`config.mk`:
```
export PLATFORM = sky130hd
export DESIGN_NAME = next_pc_predictor
export DESIGN_NICKNAME = d
export VERILOG_FILES = /design/src/rtl/bp_pkg.sv /design/src/rtl/next_pc_predictor_ras.sv /design/src/rtl/next_pc_predictor.sv
export SDC_FILE = /design/constraint.sdc
export NUM_CORES = 1
export LEC_CHECK = 0
export BUFFER_PORTS_ARGS = -buffer_cell sky130_fd_sc_hd__buf_4
export CORE_ASPECT_RATIO = 1.4
export CORE_MARGIN = 3
export CORE_UTILIZATION = 60
export CTS_CLUSTER_SIZE = 10
export DETAILED_ROUTE_END_ITERATION = 6
export PLACE_DENSITY = 0.78
export SLEW_MARGIN = 10
export SYNTH_ARGS = -nofsm -noshare
export SYNTH_HDL_FRONTEND = slang
export SYNTH_HIERARCHICAL = 1
export SYNTH_SLANG_ARGS = --single-unit
```
`constraint.sdc`:
```
create_clock -name clk -period 7.6 [get_ports clk]
set_clock_uncertainty 0.2 [all_clocks]
set_input_delay 0.38 -clock clk [delete_from_list [all_inputs] [get_ports clk]]
set_output_delay 0.38 -clock clk [all_outputs]
set_load 0.01 [all_outputs]
```
`src/rtl/bp_pkg.sv`:
```
// Shared branch-prediction types: control-flow kinds, 2-bit counter states,
// and the default-geometry BTB entry layout.
package bp_pkg;

  localparam int BP_WIDTH    = 32;
  localparam int BP_TAG_BITS = 8;

  typedef enum logic [1:0] {
    COND = 2'b00,
    JUMP = 2'b01,
    CALL = 2'b10,
    RET  = 2'b11
  } cf_type_e;

  localparam logic [1:0] SNT = 2'b00;
  localparam logic [1:0] WNT = 2'b01;
  localparam logic [1:0] WT  = 2'b10;
  localparam logic [1:0] ST  = 2'b11;

  typedef struct packed {
    logic                   valid;
    logic [BP_TAG_BITS-1:0] tag;
    logic [BP_WIDTH-1:0]    target;
    cf_type_e               cf_type;
    logic [1:0]             ctr;
  } btb_entry_t;

  // Saturating 2-bit counter step toward the resolved direction.
  function automatic logic [1:0] ctr_next(input logic [1:0] ctr, input logic taken);
    logic [1:0] result;
    if (taken) result = (ctr == ST)  ? ST  : ctr + 2'd1;
    else       result = (ctr == SNT) ? SNT : ctr - 2'd1;
    return result;
  endfunction

endpackage

```
`src/rtl/next_pc_predictor_ras.sv`:
```
// Circular return address stack: a push when full overwrites the oldest
// entry, a pop when empty is ignored.
module return_address_stack #(
  parameter int WIDTH = 32,
  parameter int DEPTH = 4
) (
  input  logic             clk,
  input  logic             rst,
  input  logic             push,
  input  logic             pop,
  input  logic [WIDTH-1:0] push_data,
  output logic [WIDTH-1:0] top,
  output logic             empty
);

  localparam int PTR_W = (DEPTH > 1) ? $clog2(DEPTH) : 1;
  localparam int CNT_W = $clog2(DEPTH + 1);

  logic [WIDTH-1:0] stack_reg [DEPTH];
  logic [PTR_W-1:0] ptr_reg;
  logic [CNT_W-1:0] count_reg;
  logic [PTR_W-1:0] ptr_inc;
  logic [PTR_W-1:0] ptr_dec;

  // ptr_reg names the next free slot, so the top lives one slot behind it.
  assign ptr_inc = (ptr_reg == PTR_W'(DEPTH - 1)) ? '0 : ptr_reg + PTR_W'(1);
  assign ptr_dec = (ptr_reg == '0) ? PTR_W'(DEPTH - 1) : ptr_reg - PTR_W'(1);
  assign top     = stack_reg[ptr_dec];
  assign empty   = (count_reg == '0);

  always_ff @(posedge clk) begin
    if (!rst) begin
      ptr_reg   <= '0;
      count_reg <= '0;
    end else if (push) begin
      ptr_reg   <= ptr_inc;
      count_reg <= (count_reg == CNT_W'(DEPTH)) ? count_reg : count_reg + CNT_W'(1);
    end else if (pop && !empty) begin
      ptr_reg   <= ptr_dec;
      count_reg <= count_reg - CNT_W'(1);
    end
  end

  always_ff @(posedge clk) begin
    if (rst && push) stack_reg[ptr_reg] <= push_data;
  end

endmodule

```
`src/rtl/next_pc_predictor.sv`:
```
// Fetch-stage PC generator: PC register, direct-mapped BTB with 2-bit
// counters, return address stack and EX-stage mispredict redirect.
module next_pc_predictor
  import bp_pkg::*;
#(
  parameter int               WIDTH       = 32,
  parameter int               BTB_ENTRIES = 16,
  parameter int               TAG_BITS    = 8,
  parameter int               RAS_DEPTH   = 4,
  parameter logic [WIDTH-1:0] RESET_PC    = '0
) (
  input  logic             clk,
  input  logic             rst,
  input  logic             stall_F,
  input  logic             resolve_valid_EX,
  input  logic [WIDTH-1:0] resolve_pc_EX,
  input  logic [1:0]       resolve_type_EX,
  input  logic             resolve_taken_EX,
  input  logic [WIDTH-1:0] resolve_target_EX,
  input  logic             resolve_pred_taken_EX,
  input  logic [WIDTH-1:0] resolve_pred_target_EX,
  output logic [WIDTH-1:0] pc_F,
  output logic             pred_taken_F,
  output logic [WIDTH-1:0] pred_target_F,
  output logic             mispredict_EX
);

  localparam int IDX = $clog2(BTB_ENTRIES);

  // Valid bits live apart from the payload so only they need clearing on reset.
  typedef struct packed {
    logic [TAG_BITS-1:0] tag;
    logic [WIDTH-1:0]    target;
    cf_type_e            cf_type;
    logic [1:0]          ctr;
  } btb_line_t;

  logic [BTB_ENTRIES-1:0] valid_reg;
  btb_line_t              btb_reg [BTB_ENTRIES];
  logic [WIDTH-1:0]       pc_reg;

  logic [IDX-1:0]      f_idx;
  logic [TAG_BITS-1:0] f_tag;
  btb_line_t           f_line;
  logic                f_hit;
  logic [WIDTH-1:0]    pc_plus4;

  logic [IDX-1:0]      r_idx;
  logic [TAG_BITS-1:0] r_tag;
  btb_line_t           r_line;
  logic                r_hit;
  cf_type_e            r_type;
  logic [WIDTH-1:0]    redirect_pc;

  logic             btb_we;
  btb_line_t        btb_wdata;
  logic             ras_push;
  logic             ras_pop;
  logic [WIDTH-1:0] ras_top;
  logic             ras_empty;

  assign pc_F     = pc_reg;
  assign pc_plus4 = pc_reg + WIDTH'(4);

  assign f_idx  = pc_reg[IDX+1:2];
  assign f_tag  = pc_reg[IDX+TAG_BITS+1:IDX+2];
  assign f_line = btb_reg[f_idx];
  assign f_hit  = valid_reg[f_idx] && (f_line.tag == f_tag);

  always_comb begin
    pred_taken_F  = 1'b0;
    pred_target_F = pc_plus4;
    if (f_hit) begin
      case (f_line.cf_type)
        COND: begin
          if (f_line.ctr[1]) begin
            pred_taken_F  = 1'b1;
            pred_target_F = f_line.target;
          end
        end
        JUMP, CALL: begin
          pred_taken_F  = 1'b1;
          pred_target_F = f_line.target;
        end
        RET: begin
          pred_taken_F  = 1'b1;
          pred_target_F = ras_empty ? f_line.target : ras_top;
        end
        default: ;
      endcase
    end
  end

  assign r_idx  = resolve_pc_EX[IDX+1:2];
  assign r_tag  = resolve_pc_EX[IDX+TAG_BITS+1:IDX+2];
  assign r_line = btb_reg[r_idx];
  assign r_hit  = valid_reg[r_idx] && (r_line.tag == r_tag);
  assign r_type = cf_type_e'(resolve_type_EX);

  assign mispredict_EX = resolve_valid_EX &&
                         ((resolve_taken_EX != resolve_pred_taken_EX) ||
                          (resolve_taken_EX && (resolve_target_EX != resolve_pred_target_EX)));
  assign redirect_pc   = resolve_taken_EX ? resolve_target_EX : resolve_pc_EX + WIDTH'(4);

  // Hits always refresh the entry; misses allocate only when taken.
  assign btb_we = resolve_valid_EX && (r_hit || resolve_taken_EX);

  always_comb begin
    btb_wdata.tag     = r_tag;
    btb_wdata.target  = resolve_target_EX;
    btb_wdata.cf_type = r_type;
    btb_wdata.ctr     = WT;
    if (r_hit) begin
      btb_wdata.ctr = (r_type == COND) ? ctr_next(r_line.ctr, resolve_taken_EX) : r_line.ctr;
    end
  end

  always_ff @(posedge clk) begin
    if (!rst) begin
      valid_reg <= '0;
    end else if (btb_we) begin
      valid_reg[r_idx] <= 1'b1;
    end
  end

  always_ff @(posedge clk) begin
    if (rst && btb_we) btb_reg[r_idx] <= btb_wdata;
  end

  always_ff @(posedge clk) begin
    if (!rst) begin
      pc_reg <= RESET_PC;
    end else if (mispredict_EX) begin
      pc_reg <= redirect_pc;
    end else if (!stall_F) begin
      pc_reg <= pred_target_F;
    end
  end

  assign ras_push = resolve_valid_EX && (r_type == CALL);
  assign ras_pop  = resolve_valid_EX && (r_type == RET);

  return_address_stack #(
    .WIDTH(WIDTH),
    .DEPTH(RAS_DEPTH)
  ) u_ras (
    .clk      (clk),
    .rst      (rst),
    .push     (ras_push),
    .pop      (ras_pop),
    .push_data(resolve_pc_EX + WIDTH'(4)),
    .top      (ras_top),
    .empty    (ras_empty)
  );

endmodule
```
==> results by group <==
CTS
  • Clock latency at the later pin of the worst-skew pair: 0.67 ns
  • Root buffer cell: clkbuf_16
  • Clock slew at reported path FFs: 0.06 ns
  • Clk buf depth: 3
  • Post_cts resized: 0
  • Num CTS Buffers: 99
  • H-tree levels: 3
  • Clock sink total: 889
  • Hold Buf Count CTS: 60
  • Setup bufs post-CTS: 0
  • CTS tree: done

Yosys
  • Average size of a mapped cell: 19.4 µm²
  • Share of the yosys chip area belonging to registers: 69.5%
  • Syn_nets: 2057
  • Synth cell count leaders: 832 x edfxtp_1, 282 x mux4_2, 72 x nand2_1, 72 x nor2_1, 57 x dfxtp_1
  • Top-count cell post-synth: edfxtp_1
  • Synth warn: 6
  • EDFF count, synth: 832
  • Gate Count Post-Synth: 1941
  • Mapped cell area: 0.0376 mm²
  • Cell taking the most area after synthesis: edfxtp_1
  • Post-synth top flop: edfxtp_1
  • Top cells by area, synth: edfxtp_1 66%, mux4_2 17%, dfxtp_1 3.0%, xor2_1 1.3%, xnor2_1 1.0%
  • Share of the synthesized area in the top cell type: 66.5%
  • Unique cell type count in the Yosys netlist: 69
  • Synth Register Bits: 889
  • Share of flip-flops with an asynchronous set or reset: 0%

Detailed routing
  • Via density: 7.09
  • Post-DRT Antenna Nets: 0
  • # DRC: 0
  • Post-Route WL: 111000 µm
  • Via count: 21.6k
  • Drt wl/cell: 36.2 µm
  • First-pass iteration count of the detailed router: 6
  • DRT iter0 DRCs: 3125

Placed design
  • HPWL after detailed placement: 69100 µm
  • Placed inst area: 0.0397 mm²
  • Number of I/O port buffers: 169
  • RePlAce Congestion: 0.926

Timing
  • Endpoints failing hold: 0
  • RSZ-0062 raised after global routing: false
  • Final min period: 6.06 ns
  • Total negative setup slack: 0 ns
  • Tcrit/Tclk final: 79.7%
  • Fmax: 165 MHz
  • # setup viols final: 0
  • Final Slew Violations: 0
  • Worst Hold Margin: 0.0450 ns
  • Slew margin rel.: 15.6%
  • Slew @ Worst Pin: 1.26 ns

Setup path
  • Worst setup path endpoint: pred_target_F[17]
  • Worst endpoint required time: 7.02 ns
  • CP Launch Type: flop
  • Crit Reg-Reg Endpoint: pc_F[8]$_SDFFE_PN0N_
  • R2R depth: 9
  • CP Class: reg -> out
  • Critical path peak fanout: 44
  • Worst reg-to-reg setup slack: 2.39 ns
  • Worst Setup End Kind: primary output
  • Arr. time, crit path: 5.48 ns

Layout
  • Layout cells sized above 1: 29.1%
  • Area taken by multi-input logic gates: 0.0110 mm²
  • Layout Nets: 2313
  • Final antenna diode count: 0
  • Fillers: 3597
  • Synth-to-Final Area Change: 14.7%
  • Register area: 0.0261 mm²
  • Final instance area: 0.0431 mm²
  • Number of flip-flops in the largest register: 704

Global routing
  • GRT Overall Usage: 34.6%
  • First-pass GRT wire length: 160000 µm
  • Antenna violations before repair: 1
  • Total gr overflow: 0
  • Vias in the first global route: 22.2k
  • Largest net degree at the start of global routing: 68

Floorplan
  • Die Width: 218 µm
  • Row count: 107
  • Die ar.: 0.0657 mm²
  • Initial Utilization: 61.2%
  • Core area: 0.0615 mm²
  • Die H: 302 µm
  • I/O pin total: 170

Job
  • Max-Cap Viols: 0

Power and ir drop
  • Pwr Density: 252 mW/mm²
  • VDD IR-drop max: 200 µV
  • Final Power: 10.9 mW
  • Leakage power figure: 13.9 nW

Outcome
  • Status: completed

Hold path
  • Hold Path Class: in -> reg
[logic make-up (layout without fill, tap and decap cells)]
| group | Yosys count | in the layout | synth area share, % |
|---|---|---|---|
| buffers and inverters | 131 | 427 | 1.69 |
| muxes | 325 | 325 | 18.2 |
| xor gates and xnor gates | 101 | 101 | 2.35 |
| DFF | 889 | 889 | 69.5 |
| AOI/OAI and AO/OA | 183 | 183 | 3.81 |
| adders and majority gates | 13 | 13 | 0.446 |
| and+or+nand+nor | 299 | 299 | 3.99 |
[placed cells by master (no fill, tap or decap), types with 45 or more instances in the layout]
cell,synthesis,layout
nand2_1,72,72
clkbuf_16,0,100
edfxtp_1,832,832
xnor2_1,45,45
mux4_2,282,282
dfxtp_1,57,53
xor2_1,56,56
buf_4,5,206
dlygate4sd3_1,0,60
nor2_1,72,54
[where the power goes]
| group | internal, mW | total, mW | leakage (nW) | switching (mW) |
|---|---|---|---|---|
| registers | 5.40 | 5.49 | 8.00 | 0.0918 |
| clock network | 2.39 | 4.25 | 1.33 | 1.86 |
| logic | 0.467 | 1.11 | 4.59 | 0.640 |
| total | 8.26 | 10.9 | 13.9 | 2.59 |
[worst min path at each step]
stage / start / endpoint / slack [ns] / cells after the start
finish: resolve_pc_EX[20] / u_ras/stack_reg[0][20]$_DFFE_PP_ / 0.04 / 2
global route: resolve_pc_EX[20] / u_ras/stack_reg[0][20]$_DFFE_PP_ / 0.04 / 2
detailed placement: valid_reg[14]$_SDFFE_PN0P_ / valid_reg[14]$_SDFFE_PN0P_ / 0.29 / 2
CTS: resolve_pc_EX[14] / u_ras/stack_reg[3][14]$_DFFE_PP_ / 0.009 / 2
global placement: valid_reg[1]$_SDFFE_PN0P_ / valid_reg[1]$_SDFFE_PN0P_ / 0.29 / 2
floorplan: valid_reg[10]$_SDFFE_PN0P_ / valid_reg[10]$_SDFFE_PN0P_ / 0.23 / 2
[final cells by class]
cell class | instances | share of cell area, %
flip-flops and latches | 889 | 60.7
multi-input cells | 921 | 25.4
clock buffers | 134 | 6.10
repair buffers | 266 | 4.98
well taps | 817 | 2.37
clock inverters | 7 | 0.293
inverters | 20 | 0.174
[worst max-delay path: stages, from the launching register on]
cell and delay, ns:
dfxtp_4 0.87, buf_4 0.77, mux4_2 0.58, mux2i_1 0.33
nand2b_1 0.09, a221o_1 0.31, nand2_1 0.19, and3b_2 0.96
o21ai_0 0.39, buf_4 0.25
[per-layer routing]
metal  GRT usage, %  vias to the layer above  wire [µm]
met5              0                        -          0
met4           23.0                        0       8970
met3           6.18                      355      10600
met2           56.5                     1595      55000
met1           42.8                    11100      36000
li1               -                     8549          -
[through the flow]
step,setup WS (ns),instances,util [%]
2_1_floorplan,2.21,1941,-
3_3_place_gp,1.99,2853,64.7
3_5_place_dp,1.88,2853,64.7
4_1_cts,1.56,3054,70.1
5_1_grt,1.34,3054,70.1
6_report,1.54,3054,70.1
Power figures use the tool's default switching activity.
